### config.mk
export PLATFORM = sky130hd
export DESIGN_NAME = jtvigil_sndrom_arb
export DESIGN_NICKNAME = d
export VERILOG_FILES = /design/src/rtl/jtvigil_pkg.sv /design/src/rtl/jtvigil_rom_cache.sv /design/src/rtl/jtvigil_sndrom_arb.sv
export SDC_FILE = /design/constraint.sdc
export NUM_CORES = 1
export LEC_CHECK = 0
export ABC_AREA = 1
export BUFFER_PORTS_ARGS = -buffer_cell sky130_fd_sc_hd__buf_2
export CELL_PAD_IN_SITES_DETAIL_PLACEMENT = 1
export CELL_PAD_IN_SITES_GLOBAL_PLACEMENT = 2
export CORE_UTILIZATION = 27
export DETAILED_ROUTE_END_ITERATION = 7
export PLACE_DENSITY = 0.87
export REMOVE_ABC_BUFFERS = 1
export SLEW_MARGIN = 0
export SYNTH_ARGS = -nofsm -noshare
export SYNTH_HDL_FRONTEND = slang
export SYNTH_SLANG_ARGS = --single-unit
### constraint.sdc
create_clock -name clk -period 1.93 [get_ports clk]
set_input_delay 0.193 -clock clk [delete_from_list [all_inputs] [get_ports clk]]
set_output_delay 0.193 -clock clk [all_outputs]
set_load 0.1 [all_outputs]
### src/rtl/jtvigil_pkg.sv
// Shared types and constants for the Vigilante sound-ROM slot arbiter.
// Latency: n/a (declarations only).
// Backpressure: n/a.
package jtvigil_pkg;

  localparam int ROM_AW = 17;

  // Program ROM occupies 0..FFFF, so PCM samples sit directly above it.
  localparam logic [ROM_AW-1:0] PCM_OFFSET_DEF = 17'h1_0000;

  typedef enum logic {
    IDLE = 1'b0,
    WAIT = 1'b1
  } arb_state_t;

  // Plain 17-bit unsigned add; the offset is chosen so offset+FFFF never wraps.
  function automatic logic [ROM_AW-1:0] rom_offset_add(input logic [ROM_AW-1:0] off,
                                                      input logic [15:0]       addr);
    return off + {1'b0, addr};
  endfunction

endpackage

### src/rtl/jtvigil_rom_cache.sv
// One-entry tag/data cache in front of a ROM requester; hit and ok are combinational.
// Latency: a fill becomes visible as ok on the cycle after the fill strobe.
// Backpressure: none; pending stays high until a fill for the current address lands.
module jtvigil_rom_cache
  import jtvigil_pkg::*;
(
  input  logic        clk,
  input  logic        rst,
  input  logic        cs,
  input  logic [15:0] addr,
  input  logic        fill,
  input  logic [15:0] fill_tag,
  input  logic [7:0]  fill_data,
  output logic        ok,
  output logic        pending,
  output logic [7:0]  data
);

  logic        valid;
  logic [15:0] tag;
  logic        hit;

  assign hit     = valid && (tag == addr);
  assign ok      = cs && hit;
  assign pending = cs && !hit;

  // Capture the completed access; the tag is the address that was issued, not the current one.
  always_ff @(posedge clk or posedge rst) begin
    if (rst) begin
      valid <= 1'b0;
      tag   <= '0;
      data  <= '0;
    end else if (fill) begin
      valid <= 1'b1;
      tag   <= fill_tag;
      data  <= fill_data;
    end
  end

endmodule

### src/rtl/jtvigil_sndrom_arb.sv
// Shares one SDRAM ROM slot between the sound Z80 fetch and the PCM sample fetch.
// Latency: grant -> OK_DLY masked cycles -> first accepted rom_ok -> ok on the next cycle.
// Backpressure: one access in flight; PCM wins unless the CPU has lost PCM_BURST grants in a row.
module jtvigil_sndrom_arb
  import jtvigil_pkg::*;
#(
  parameter logic [ROM_AW-1:0] PCM_OFFSET = PCM_OFFSET_DEF,
  parameter int                OK_DLY     = 1,
  parameter int                PCM_BURST  = 2
) (
  input  logic              clk,
  input  logic              rst,
  input  logic              cpu_cs,
  input  logic [15:0]       cpu_addr,
  output logic [7:0]        cpu_data,
  output logic              cpu_ok,
  input  logic              pcm_cs,
  input  logic [15:0]       pcm_addr,
  output logic [7:0]        pcm_data,
  output logic              pcm_ok,
  output logic              rom_cs,
  output logic [ROM_AW-1:0] rom_addr,
  input  logic [7:0]        rom_data,
  input  logic              rom_ok
);

  localparam int MW = $clog2(OK_DLY + 2);
  localparam int BW = $clog2(PCM_BURST + 2);
  localparam logic [MW-1:0] MASK_LOAD = MW'(OK_DLY);
  localparam logic [BW-1:0] BURST_MAX = BW'(PCM_BURST);

  arb_state_t     state, state_nx;
  logic [MW-1:0]  mask_cnt;
  logic [BW-1:0]  burst;
  logic           win_pcm;
  logic [15:0]    win_tag;
  logic           cpu_pend, pcm_pend;
  logic           grant_cpu, grant_pcm, done;
  logic           cpu_fill, pcm_fill;

  assign cpu_fill = done && !win_pcm;
  assign pcm_fill = done &&  win_pcm;

  jtvigil_rom_cache u_cpu_cache (
    .clk       (clk),
    .rst       (rst),
    .cs        (cpu_cs),
    .addr      (cpu_addr),
    .fill      (cpu_fill),
    .fill_tag  (win_tag),
    .fill_data (rom_data),
    .ok        (cpu_ok),
    .pending   (cpu_pend),
    .data      (cpu_data)
  );

  jtvigil_rom_cache u_pcm_cache (
    .clk       (clk),
    .rst       (rst),
    .cs        (pcm_cs),
    .addr      (pcm_addr),
    .fill      (pcm_fill),
    .fill_tag  (win_tag),
    .fill_data (rom_data),
    .ok        (pcm_ok),
    .pending   (pcm_pend),
    .data      (pcm_data)
  );

  // Arbitration and completion decode; nothing is granted in the cycle a fill is written.
  always_comb begin
    state_nx  = state;
    grant_cpu = 1'b0;
    grant_pcm = 1'b0;
    done      = 1'b0;
    case (state)
      IDLE: begin
        if (pcm_pend && !(cpu_pend && burst == BURST_MAX)) begin
          grant_pcm = 1'b1;
          state_nx  = WAIT;
        end else if (cpu_pend) begin
          grant_cpu = 1'b1;
          state_nx  = WAIT;
        end
      end
      WAIT: begin
        if (mask_cnt == '0 && rom_ok) begin
          done     = 1'b1;
          state_nx = IDLE;
        end
      end
      default: state_nx = IDLE;
    endcase
  end

  // FSM state register.
  always_ff @(posedge clk or posedge rst) begin
    if (rst) state <= IDLE;
    else     state <= state_nx;
  end

  // Issue the winning address, latch who owns it, and run the stale-ok mask.
  always_ff @(posedge clk or posedge rst) begin
    if (rst) begin
      rom_cs   <= 1'b0;
      rom_addr <= '0;
      win_pcm  <= 1'b0;
      win_tag  <= '0;
      mask_cnt <= '0;
    end else if (grant_pcm || grant_cpu) begin
      rom_cs   <= 1'b1;
      rom_addr <= grant_pcm ? rom_offset_add(PCM_OFFSET, pcm_addr) : {1'b0, cpu_addr};
      win_pcm  <= grant_pcm;
      win_tag  <= grant_pcm ? pcm_addr : cpu_addr;
      mask_cnt <= MASK_LOAD;
    end else if (state == WAIT) begin
      if (mask_cnt != '0) mask_cnt <= mask_cnt - MW'(1);
      if (done)           rom_cs   <= 1'b0;
    end
  end

  // Count PCM grants that jumped a waiting CPU; any CPU grant or idle CPU resets the streak.
  always_ff @(posedge clk or posedge rst) begin
    if (rst) begin
      burst <= '0;
    end else if (!cpu_pend || grant_cpu) begin
      burst <= '0;
    end else if (grant_pcm && burst != BURST_MAX) begin
      burst <= burst + BW'(1);
    end
  end

endmodule

==> flow_summary.toml, run 1 <==
[worst_hold_path]
whs_path_depth = 3
hold_path_startpoint = "rom_data[7]"
hp-class = "in2reg"
timing.hold.worst_endpoint = "u_pcm_cache.data[7]$_DFFE_PP0P_"

[setup_path]
r2r_setup_slack_ns = 0.16
startpoint_type = "register"
timing.rr.start = "u_pcm_cache.tag[5]$_DFFE_PP0P_"
r2r_cells = 12
timing.critical_path.fanout_max = 3
worstSetupPathType = "reg2out"
worst_setup_path_end_kind = "primary output"
rr_endpoint = "rom_addr[5]$_DFFE_PP0P_"
worst_endpoint_required_time_ns = 1.74
arrival_ns = 1.84

[synthesis]
synthDominantCellAreaShare = 0.484
synth.largest_area_cell = "sky130_fd_sc_hd__dfrtp_1"
seq_area_frac_synth = 0.484
synth.top_cells.by_area = "sky130_fd_sc_hd__dfrtp_1 48%, sky130_fd_sc_hd__nand2_1 17%, sky130_fd_sc_hd__inv_1 8.7%"
synth-edff-count = 0
asr_flop_ratio_synth = 1.00
yosys.cell_types.count = 24
yosys_register_bits = 73
synthesis.instances = 513
synth_warnings = 0
postSynthAreaPerCell_um2 = 7.36
yosysMostFrequentCell = "sky130_fd_sc_hd__nand2_1"
syn_area_um2 = 3780
most_common_library_cells_after_synthesis = "176 x sky130_fd_sc_hd__nand2_1, 88 x sky130_fd_sc_hd__inv_1, 73 x sky130_fd_sc_hd__dfrtp_1"
synth_top_flop_cell = "sky130_fd_sc_hd__dfrtp_1"

[timing]
final-hold-violation-count = 0
setup_slack_ns = -0.0982
finalSetupViolations = 1
max_slew.worst_pin.slew_ns = 0.496
timing.clock.skew_ns = 0.00645
unrepaired_setup_endpoints_after_global_routing = "true"
whs_ns = 0.125
achievable_clock_frequency_mhz = 493
final_min_period_ns = 2.03
fin_crit_sh = 1.05
timing.max_slew.rel_slack = 0.671
timing_max_transition_violations_final = 0

[status]
outcome = "finished with violations"
failed_checks = "setup timing"

[global_route]
grt_max_degree = 74
global_route.usage.met1 = 0.207
globalRouteOverflowTotal = 0
total_global_routing_track_utilization = 0.173
met3_layer_usage_reported_by_global_route = 0.0594
first_global_vias = 3846
global_routing_usage_on_met2 = 0.296
busiest_grt_layer = "met2"
grt_pass1_wl_um = 19300
grt_antenna_before_repair = 0

[placement]
global_placer_s_final_weighted_congestion = 0.761
place.detailed.hpwl_um = 8390
buffer_ports.inserted = 80

[layout]
final.fill_count = 1704
area_delta_synth_final_pct = 26.5
insertedDiodeCount = 0
fin_nets = 644
layout_cells_sized_above_1 = 0.208

[floorplan]
row_count = 42
floorplan.initialDensity = 0.281
die_w_um = 120
die_y_um = 120
die_area_um2 = 14500
ioPinCount = 81
placeableCoreArea_um2 = 13500

[clock_network]
worstSkewPairLatency_ns = 0.34
cts_post_setup_buffers_inserted = 0
tritoncts_clock_tree = "done"
cts.clk_slew.worst_paths_ns = 0.06
cts_buffers = 9
tritoncts_num_sinks = 73
clock-root-buffer = "sky130_fd_sc_hd__clkbuf_16"
clockBufferDepth = 2
clock_tree.htree_level_count = 3

[power]
powerDensity_nw_per_um2 = 1890
static-leakage-power_nw = 2.63
p_total_mw = 9.03
power.ir.vdd_worst_mv = 1.11

[routing]
drc_errors = 0
detailedRoute.firstIterationViolations = 158
routed_wire_length_per_instance_um = 14.7
detail-route-antenna-nets = 0
totalWireLength_um = 11500
detail_route.first_pass.iterations = 4
vias = 3537
routed_via_density = 4.55

[run]
max_cap_violations = 0
==> how the worst max path moves through the flow <==
stage	to	slack (ns)	start	cells past startpoint
floorplan	cpu_ok	-0.44	u_cpu_cache.tag[5]$_DFFE_PP0P_	7
global placement	cpu_ok	0.07	u_cpu_cache.tag[5]$_DFFE_PP0P_	8
detailed placement	rom_addr[2]$_DFFE_PP0P_	0.07	u_cpu_cache.tag[14]$_DFFE_PP0P_	10
CTS	cpu_ok	-0.12	u_cpu_cache.tag[1]$_DFFE_PP0P_	9
global route	cpu_ok	-0.23	u_cpu_cache.tag[1]$_DFFE_PP0P_	9
finish	cpu_ok	-0.1	u_cpu_cache.tag[1]$_DFFE_PP0P_	9
==> stage by stage <==
| step | cells | util | setup WS [ns] | area (um2) | setup TNS (ns) |
|---|---|---|---|---|---|
| floorplan | 496 | - | -0.442 | 3670 | -17.08 |
| global placement | 761 | 0.329 | 0.0684 | 4430 | 0 |
| detailed placement | 761 | 0.329 | 0.0657 | 4430 | 0 |
| CTS | 778 | 0.353 | -0.117 | 4750 | -0.117 |
| global route | 778 | 0.355 | -0.229 | 4780 | -0.273 |
| finish | 778 | 0.355 | -0.0982 | 4780 | -0.0982 |
==> worst max-delay path, cell delays in order, from the launching register on <==
cell and delay [ns]:
sky130_fd_sc_hd__dfrtp_1 0.38, sky130_fd_sc_hd__inv_1 0.06, sky130_fd_sc_hd__nand2_2 0.06, sky130_fd_sc_hd__nand2_1 0.05, sky130_fd_sc_hd__nor2_1 0.10, sky130_fd_sc_hd__nand4_1 0.10, sky130_fd_sc_hd__nor4_2 0.16, sky130_fd_sc_hd__nand4_1 0.21
sky130_fd_sc_hd__nor2_2 0.18, sky130_fd_sc_hd__buf_12 0.19
==> power breakdown <==
group / total, mW / leakage, nW / internal, mW / switching (mW)
clock network: 1.64 / 0.149 / 1.01 / 0.631
logic: 4.69 / 1.56 / 0.948 / 3.74
registers: 2.70 / 0.919 / 2.20 / 0.504
total: 9.03 / 2.63 / 4.15 / 4.88
==> final cells by class <==
| class | count | area [um2] | share of cell area |
|---|---|---|---|
| clock inverter | 2 | 10.0 | 0.00209 |
| tap | 176 | 220 | 0.0461 |
| multi-input combinational | 332 | 1540 | 0.323 |
| sequential | 73 | 1830 | 0.382 |
| clock buffer | 14 | 284 | 0.0594 |
| timing repair buffer | 90 | 549 | 0.115 |
| inverter | 91 | 344 | 0.0720 |
==> flip-flops by register name, indices dropped and copies added (netlist names) <==
name	flops
state	1
burst	2
u_cpu_cache.valid	1
mask_cnt	2
u_pcm_cache.data	8
rom_cs	1
u_pcm_cache.tag	16
u_cpu_cache.data	8
u_pcm_cache.valid	1
u_cpu_cache.tag	16
rom_addr	17
==> layer usage <==
metal  part of all wire  wire (um)  up-vias
met5                  0          0        -
li1                   -          -     1733
met4              0.014        157        0
met3              0.066        758       14
met1               0.43       4940     1693
met2               0.49       5600       97
==> cells in the final DEF, fill, tap and decap left out, types with 2 or more instances in the layout <==
cell type                   count
sky130_fd_sc_hd__buf_2         78
sky130_fd_sc_hd__clkbuf_16      9
sky130_fd_sc_hd__buf_12         5
sky130_fd_sc_hd__buf_4          5
sky130_fd_sc_hd__o21ai_0       53
sky130_fd_sc_hd__inv_2          3
sky130_fd_sc_hd__inv_1         87
sky130_fd_sc_hd__ha_1           2
sky130_fd_sc_hd__nand2_2        6
sky130_fd_sc_hd__nand3b_1       7
sky130_fd_sc_hd__nor2_1        31
sky130_fd_sc_hd__nand3_1       31
sky130_fd_sc_hd__xnor2_1        5
sky130_fd_sc_hd__nand2_1      174
sky130_fd_sc_hd__clkinv_2       2
sky130_fd_sc_hd__nand3_4        2
sky130_fd_sc_hd__nor2_2         2
sky130_fd_sc_hd__a21oi_1        4
sky130_fd_sc_hd__clkbuf_8       4
sky130_fd_sc_hd__nand4_1        4
sky130_fd_sc_hd__nand3_2        2
sky130_fd_sc_hd__dfrtp_1       73
==> what timing repair did <==
item | in CTS | in global routing
hold buffers | 1 | 0
resized for setup | 6 | 9
hold endpoints to repair | 73 | 0
setup endpoints to repair | 2 | 25
pin swaps | 1 | 1
==> logic make-up (layout without fill, tap and decap cells) <==
kind of cell / count (synthesis) / in the layout / synth area share
buffers and inverters: 108 / 197 / 0.118
adders and majority gates: 2 / 2 / 0.00663
DFF: 73 / 73 / 0.484
AOI/OAI and AO/OA: 60 / 60 / 0.0805
and+or+nand+nor: 264 / 264 / 0.297
xor gates and xnor gates: 6 / 6 / 0.0139
(Power assumes the default switching activity.)
==> run 2: changes to the inputs <==
PLACE_DENSITY = default   (was 0.87)
PLACE_DENSITY_LB_ADDON = 0.1   (was default)
==> run 2 against run 1 <==
  * The flow still finishes with violations (setup timing)
  * Register-to-register slack worse by 0.02 ns
  * Highest routed layer unchanged
  * Hold slack worse by 0.014 ns
  * Clock power rose by 4%
  * Critical endpoint unchanged
  * Final area rose by 1.1%
  * First-iteration DRC count fell by 11%
  * Maximum frequency decreased by 0.73%
  * Critical path depth down 1
  * Final cell count up 0.77%
  * Setup slack lost 0.015 ns
  * Sequential cell count did not move
  * Sequential power about the same
==> flow_summary.toml, run 2 (synthesis results as in run 1) <==
[layout]
postLayoutCoreUtil = 0.359
layout_cells_sized_above_1 = 0.216
final_design_area_no_fill_um2 = 4830
area_delta_synth_final_pct = 27.9
biggestRegsByFlops = "rom_addr (17), u_cpu_cache.tag (16), u_pcm_cache.tag (16)"
fin_nets = 649
largest_reg_flops = 17
top_register = "rom_addr"
stdcell_count = 784
layout.cells.most_common = "sky130_fd_sc_hd__nand2_1"
final_cell_mix = "175 x sky130_fd_sc_hd__nand2_1, 87 x sky130_fd_sc_hd__inv_1, 78 x sky130_fd_sc_hd__buf_2"
final.fill_count = 1705

[power]
p_total_mw = 9.13
power.ir.vdd_worst_mv = 0.927
static-leakage-power_nw = 2.64
powerDensity_nw_per_um2 = 1890

[clock_network]
clockBufferDepth = 2
clock-root-buffer = "sky130_fd_sc_hd__clkbuf_16"
cts_buffers = 9
tritoncts_num_sinks = 73
worstSkewPairLatency_ns = 0.34
tritoncts_clock_tree = "done"
cts.clk_slew.worst_paths_ns = 0.06
clock_tree.htree_level_count = 3

[setup_path]
startpoint_type = "register"
worst_setup_path_end_kind = "primary output"
worstSetupPathType = "reg2out"
worst_endpoint_required_time_ns = 1.74
r2r_cells = 11
arrival_ns = 1.85
r2r_setup_slack_ns = 0.14
timing.rr.start = "u_pcm_cache.tag[15]$_DFFE_PP0P_"
cp-startpoint = "u_cpu_cache.tag[5]$_DFFE_PP0P_"
timing.critical_path.fanout_max = 3
rr_endpoint = "rom_addr[4]$_DFFE_PP0P_"

[routing]
detail_route.first_pass.iterations = 4
detail-route-antenna-nets = 0
vias = 3449
drc_errors = 0
totalWireLength_um = 11600
routed_via_density = 4.40
routed_wire_length_per_instance_um = 14.9
detailedRoute.firstIterationViolations = 140

[global_route]
global_routing_usage_on_met2 = 0.306
grt_pass1_wl_um = 19200
global_route.usage.met1 = 0.211
first_global_vias = 3684
grt_max_degree = 74
globalRouteOverflowTotal = 0
busiest_grt_layer = "met2"
total_global_routing_track_utilization = 0.177
grt_antenna_before_repair = 0
met3_layer_usage_reported_by_global_route = 0.0443

[placement]
place_ws_ns = 0.0841
inst_count_dp = 764
place.detailed.hpwl_um = 8270
global_placer_s_final_weighted_congestion = 0.712
place_area_um2 = 4450
buffer_ports.inserted = 80

[timing]
whs_ns = 0.111
timing.clock.skew_ns = 0.00726
timing_max_transition_violations_final = 0
timing.max_slew.rel_slack = 0.657
totalNegativeSetupSlack_ns = -0.113
finalSetupViolations = 1
fin_crit_sh = 1.06
achievable_clock_frequency_mhz = 489
setup_slack_ns = -0.113
unrepaired_setup_endpoints_after_global_routing = "true"
final-hold-violation-count = 0
max_slew.worst_pin.slew_ns = 0.514
final_min_period_ns = 2.04

[floorplan]
die_y_um = 120
ioPinCount = 81
floorplan.initialDensity = 0.281
die_w_um = 120
row_count = 42
placeableCoreArea_um2 = 13500
die_area_um2 = 14500

[run]
max_cap_violations = 0

[worst_hold_path]
hp-class = "in2reg"
whs_path_depth = 3
timing.hold.worst_endpoint = "u_cpu_cache.data[0]$_DFFE_PP0P_"
hold_path_startpoint = "rom_data[0]"

[status]
failed_checks = "setup timing"
outcome = "finished with violations"
[run 2: changes by cell type in the layout (fill, tap and decap cells not counted), moves of 2 or more]
cell                         delta
sky130_fd_sc_hd__clkinvlp_4     +2
sky130_fd_sc_hd__nor2_1         -3
sky130_fd_sc_hd__buf_4          +4
sky130_fd_sc_hd__clkbuf_8       -3
sky130_fd_sc_hd__nor2_2         +3
[run 2: worst max-delay path by stage]
stage	slack, ns	to	cells after the start
after floorplan	-0.44	cpu_ok	7
after global placement	0.09	cpu_ok	9
after detailed placement	0.08	rom_addr[12]$_DFFE_PP0P_	12
after CTS	-0.11	cpu_ok	9
after global routing	-0.23	cpu_ok	9
final	-0.11	cpu_ok	8
[run 2: worst max-delay path: stages (launching register included)]
cell	delay [ns]
sky130_fd_sc_hd__dfrtp_1	0.40
sky130_fd_sc_hd__nand2_1	0.11
sky130_fd_sc_hd__o21ai_1	0.08
sky130_fd_sc_hd__nor2_1	0.10
sky130_fd_sc_hd__nand4_1	0.10
sky130_fd_sc_hd__nor4_2	0.18
sky130_fd_sc_hd__nand4_1	0.15
sky130_fd_sc_hd__nor2_2	0.19
sky130_fd_sc_hd__buf_12	0.19
[run 2: metal layers]
layer / vias to the layer above / wire length (um)
met5: - / 0
met4: 0 / 173
met3: 11 / 492
met2: 64 / 5690
met1: 1626 / 5300
li1: 1748 / -
[run 2: timing repair]
| action | in CTS | in global routing |
|---|---|---|
| endpoints found under the hold margin | 73 | 0 |
| gates cloned | 0 | 1 |
| buffers inserted | 0 | 1 |
| hold buffers | 1 | 0 |
| resized for setup | 9 | 6 |
| setup endpoints to repair | 2 | 23 |
| pin swaps | 0 | 3 |
[run 2: area by class of cell]
class / count / area (um2) / share of cell area
Inverter: 91 / 342 / 0.0707
Timing Repair Buffer: 94 / 579 / 0.120
Clock inverter: 5 / 55.1 / 0.0114
Antenna cell: 1 / 2.50 / 0.000518
Tap cell: 176 / 220 / 0.0456
Multi-Input combinational cell: 333 / 1560 / 0.323
Clock buffer: 11 / 243 / 0.0503
Sequential cell: 73 / 1830 / 0.378
[run 2: power by group]
part | switching [mW] | total, mW | internal (mW) | leakage [nW]
clock network | 0.665 | 1.70 | 1.03 | 0.142
logic | 3.76 | 4.75 | 0.991 | 1.57
registers | 0.482 | 2.68 | 2.20 | 0.919
